## config.mk

```make
export PLATFORM = sky130hd
export DESIGN_NAME = hamming7_decoder
export DESIGN_NICKNAME = d
export VERILOG_FILES = /design/src/rtl/hamming7_decoder.sv
export SDC_FILE = /design/constraint.sdc
export NUM_CORES = 1
export LEC_CHECK = 0
export CORE_MARGIN = 2
export CORE_UTILIZATION = 48
export CTS_BUF_LIST = sky130_fd_sc_hd__clkbuf_4
export CTS_CLUSTER_SIZE = 25
export DETAILED_ROUTE_END_ITERATION = 8
export GPL_ROUTABILITY_DRIVEN = 0
export PLACE_DENSITY = 0.86
export SLEW_MARGIN = 10
export SYNTH_ARGS = -nofsm -noshare
export SYNTH_HDL_FRONTEND = slang
export SYNTH_SLANG_ARGS = --single-unit
```

## constraint.sdc

```tcl
create_clock -name clock -period 3 [get_ports clock]
set_input_delay 0.3 -clock clock [delete_from_list [all_inputs] [get_ports clock]]
set_output_delay 0.3 -clock clock [all_outputs]
set_load 0.02 [all_outputs]
```

## src/rtl/hamming7_decoder.sv

```systemverilog
// Hamming(7,4) single-error-correcting decoder, two-stage valid/ready pipeline.
// Define HAMMING7_DEC_STATS_EN to count delivered words that needed correction.
module hamming7_decoder (
  input  logic       clock,
  input  logic       reset,
  input  logic       in_valid,
  output logic       in_ready,
  input  logic       in1,
  input  logic       in2,
  input  logic       in3,
  input  logic       in4,
  input  logic       in5,
  input  logic       in6,
  input  logic       in7,
  output logic       out1,
  output logic       out2,
  output logic       out3,
  output logic       out4,
  output logic       out_valid,
  input  logic       out_ready,
  output logic [2:0] out_syndrome,
  output logic       out_err,
  output logic [7:0] err_count
);

  logic       adv;
  logic [7:1] code_in;
  logic [2:0] syn_in;

  logic       s1_valid_q;
  logic [7:1] s1_code_q;
  logic [2:0] s1_syn_q;

  logic       out_valid_q;
  logic [3:0] data_q;
  logic [2:0] syn_q;
  logic       err_q;

  logic [7:0] flip_mask;
  logic [7:1] code_fixed;
  logic [3:0] data_d;

  // Both stages move together, so a stalled output freezes the whole pipe.
  assign adv      = ~out_valid_q | out_ready;
  assign in_ready = adv;

  // Bit index equals codeword position so the syndrome selects the bit directly.
  assign code_in = {in7, in6, in5, in4, in3, in2, in1};

  assign syn_in[2] = code_in[4] ^ code_in[5] ^ code_in[6] ^ code_in[7];
  assign syn_in[1] = code_in[2] ^ code_in[3] ^ code_in[6] ^ code_in[7];
  assign syn_in[0] = code_in[1] ^ code_in[3] ^ code_in[5] ^ code_in[7];

  // Syndrome 0 sets only bit 0 of the mask, which falls outside the codeword.
  assign flip_mask  = 8'd1 << s1_syn_q;
  assign code_fixed = s1_code_q ^ flip_mask[7:1];
  assign data_d     = {code_fixed[3], code_fixed[5], code_fixed[6], code_fixed[7]};

  always_ff @(posedge clock) begin
    if (reset) begin
      s1_valid_q  <= 1'b0;
      s1_code_q   <= '0;
      s1_syn_q    <= '0;
      out_valid_q <= 1'b0;
      data_q      <= '0;
      syn_q       <= '0;
      err_q       <= 1'b0;
    end else if (adv) begin
      s1_valid_q  <= in_valid;
      s1_code_q   <= code_in;
      s1_syn_q    <= syn_in;
      out_valid_q <= s1_valid_q;
      data_q      <= data_d;
      syn_q       <= s1_syn_q;
      err_q       <= (s1_syn_q != 3'd0);
    end
  end

  assign out_valid    = out_valid_q;
  assign out1         = data_q[3];
  assign out2         = data_q[2];
  assign out3         = data_q[1];
  assign out4         = data_q[0];
  assign out_syndrome = syn_q;
  assign out_err      = err_q;

`ifdef HAMMING7_DEC_STATS_EN
  logic [7:0] err_count_q, err_count_d;

  always_comb begin
    err_count_d = err_count_q;
    if (out_valid_q && out_ready && err_q && (err_count_q != 8'hff)) begin
      err_count_d = err_count_q + 8'd1;
    end
  end

  always_ff @(posedge clock) begin
    if (reset) begin
      err_count_q <= 8'd0;
    end else begin
      err_count_q <= err_count_d;
    end
  end

  assign err_count = err_count_q;
`else
  assign err_count = 8'd0;
`endif

endmodule

```

==> run_results.csv <==
group,metric,value,unit
finish,syn_to_final_growth,26.1,%
finish,fin_cells,131,
hold_path,hold_path.class,"flip-flop to flip-flop",
drt,dr.pass1.iters,4,
timing,period_minus_slack,1.94,ns
yosys,ys_seq_area_share,43.1,%
finish,layout_common_cells,"20 x clkdlybuf4s50_1, 19 x nand2_1, 17 x dfxtp_1",
global_route,use_met3,4.90,%
critical_path,endpoint,"in_ready",
finish,layout.nets,127,
yosys,synth_area_per_cell,8.31,µm²
finish,fillers,143,
global_route,grt-ovfl-total,0,
cts,cts_resized,0,
timing,report.final.slew_viol_count,0,
cts,htreeDepth,1,
cts,clk_pin_slew,0.10,ns
global_route,grt_pass1_vias,592,
floorplanning,rows,14,
floorplanning,coreArea,1520,µm²
placed_design,post-place-cells,127,
run,max_cap_violations,0,
critical_path,cp_data_arrival_time,1.64,ns
cts,cts_tree,"built",
critical_path,startpoint,"out_ready",
critical_path,cpMaxStageDelayCell,"clkdlybuf4s50_1",
cts,ctsHoldBuffers,0,
power,ir_worst_vdd,310,µV
placed_design,portBuffers,20,
timing,worstMarginPinSlew,0.630,ns
global_route,grt_max_degree,24,
timing,skew,0.00665,ns
yosys,ys.flop_type,"dfxtp_1",
finish,drive_gt1_share,7.83,%
timing,hold_viol_final,0,
drt,routedWlPerCell,10.1,µm
yosys,synthesis.area,790,µm²
global_route,busiest_layer,"met2",
critical_path,regToRegSetupSlack,1.67,ns
critical_path,cpPeakStageDelay,0.60,ns
yosys,async_flop_share,0,%
floorplanning,die-area,1990,µm²
cts,cts.path.max_buffers,2,
timing,maxSlewHeadroom,57.9,%
global_route,met1_usage,20.2,%
placed_design,hpwlAfterDp,1020,µm
drt,drtIter0Drc,10,
critical_path,path_cells,"clkdlybuf4s50_1 -> nor2b_1 -> buf_4 -> inv_1 -> clkdlybuf4s50_1",
drt,via_per_inst,5.02,
global_route,antenna_found_initial,0,
drt,wl,1320,µm
power,leakage,0.384,nW
critical_path,reg2regPathDepth,6,
drt,vias,658,
cts,cts_root_buf,"clkbuf_4",
global_route,grt_first_pass_wirelength,2380,µm
timing,period_share,64.5,%
cts,clock_sinks,17,
global_route,grt.total_usage,16.9,%
global_route,gr-usage-met2,26.4,%
critical_path,critPathRequiredTime,2.70,ns
finish,layout_commonest_cell,"clkdlybuf4s50_1",
power,power.density,498,nW/µm²
critical_path,reg2reg_from,"out_valid",
floorplanning,start_util,51.8,%
critical_path,cp_max_fo,11,
floorplanning,die_x,44.6,µm
drt,drc,0,
critical_path,endpoint_kind,"output pin",
floorplanning,chipHeight,44.6,µm
critical_path,r2r_end,"data_q[1]",
critical_path,cp_common_cell,"clkdlybuf4s50_1",
timing,finalSetupViolCount,0,
cts,postCtsSetupRepairBufs,0,
finish,post-route-util,65.4,%
timing,rsz0062_at_grt,"no",
timing,fmax,516,MHz
timing,setup-tns-final,0,ns
finish,n_antenna_cell,0,
outcome,outcome,"complete, no violations",
yosys,ys_seq_elements,17,
critical_path,startpoint_type,"input port",
yosys,syn_inst,95,
drt,final_antenna_net_count,0,
cts,clk_latency,0.29,ns
floorplanning,ios,29,
yosys,synth_enable_flop_cells,0,
yosys,yosys_warnings,0,
yosys,synth.distinct_cells,20,
critical_path,path_class,"input port to output pin",
cts,numCtsBuffers,3,
routing by layer:
layer	part of all wire, %	vias up
met1	45	300
met3	5.8	2
li1	-	337
met4	1.4	0
met2	48	19
met5	0	-
per-stage QoR:
stage	worst slack, ns	total power, mW	cell area [µm²]	hold WS [ns]
floorplan	1.81	0.343	816	0.432
global placement	1.08	0.378	968	0.444
detailed placement	1.06	0.382	968	0.447
CTS	1.06	0.503	996	0.459
global route	0.997	0.525	996	0.489
finish	1.06	0.496	996	0.455
logic make-up (layout without fill, tap and decap cells):
group	after synthesis	after routing	share of synthesized area (%)
DFF	17	17	43.1
and+or+nand+nor	36	36	19.0
xor gates and xnor gates	9	9	9.98
other	1	8	0.475
buffers and inverters	14	27	10.9
AOI/OAI and AO/OA	18	18	16.5
synth_stat cells, drive strengths merged (3+ instances only):
| cell type | n | area share [%] |
|---|---|---|
| nand2 | 19 | 9.0 |
| dfxtp | 17 | 43 |
| buf | 12 | 10 |
| nor2 | 10 | 4.8 |
| a21oi | 8 | 5.1 |
| xnor2 | 8 | 8.9 |
| a211oi | 4 | 3.8 |
| a311oi | 3 | 5.7 |
| o21ai | 3 | 1.9 |
| or3 | 3 | 2.4 |
where the power goes:
part / internal [mW] / switching, mW / leakage (nW)
clock network: 0.0496 / 0.0715 / 0.0177
registers: 0.246 / 0.0176 / 0.141
logic: 0.0555 / 0.0563 / 0.226
critical path: cells and delay by family:
kind          cells  cell delay, ns
simple gates      1            0.04
buf+inv           4            1.30
worst min path at each step:
| stage | start | end | slack, ns | cells past startpoint |
|---|---|---|---|---|
| 6_report | out_syndrome[2] | out_syndrome[2] | 0.45 | 2 |
| 5_1_grt | out_syndrome[2] | out_syndrome[2] | 0.49 | 2 |
| 4_1_cts | out_syndrome[2] | out_syndrome[2] | 0.46 | 2 |
| 3_5_place_dp | out_syndrome[1] | out_syndrome[1] | 0.45 | 2 |
| 3_3_place_gp | out_syndrome[1] | out_syndrome[1] | 0.44 | 2 |
| 2_1_floorplan | s1_valid_q | s1_valid_q | 0.43 | 2 |
registers in the layout, summed over array words and instances (netlist names):
signal	cells
data_q	4
s1_code_q	4
out_syndrome	3
s1_syn_q	3
out_err	1
out_valid	1
s1_valid_q	1
layout make-up:
type                       instances  area (µm²)  share of cell area [%]
tap                               16        20.0                    2.01
inverter                           1        3.75                   0.377
multi-input combinational         71         389                    39.1
timing repair buffer              22         215                    21.6
sequential                        17         340                    34.2
clock inverter                     1        5.00                   0.503
clock buffer                       3        22.5                    2.26
Power figures use the tool's default switching activity.
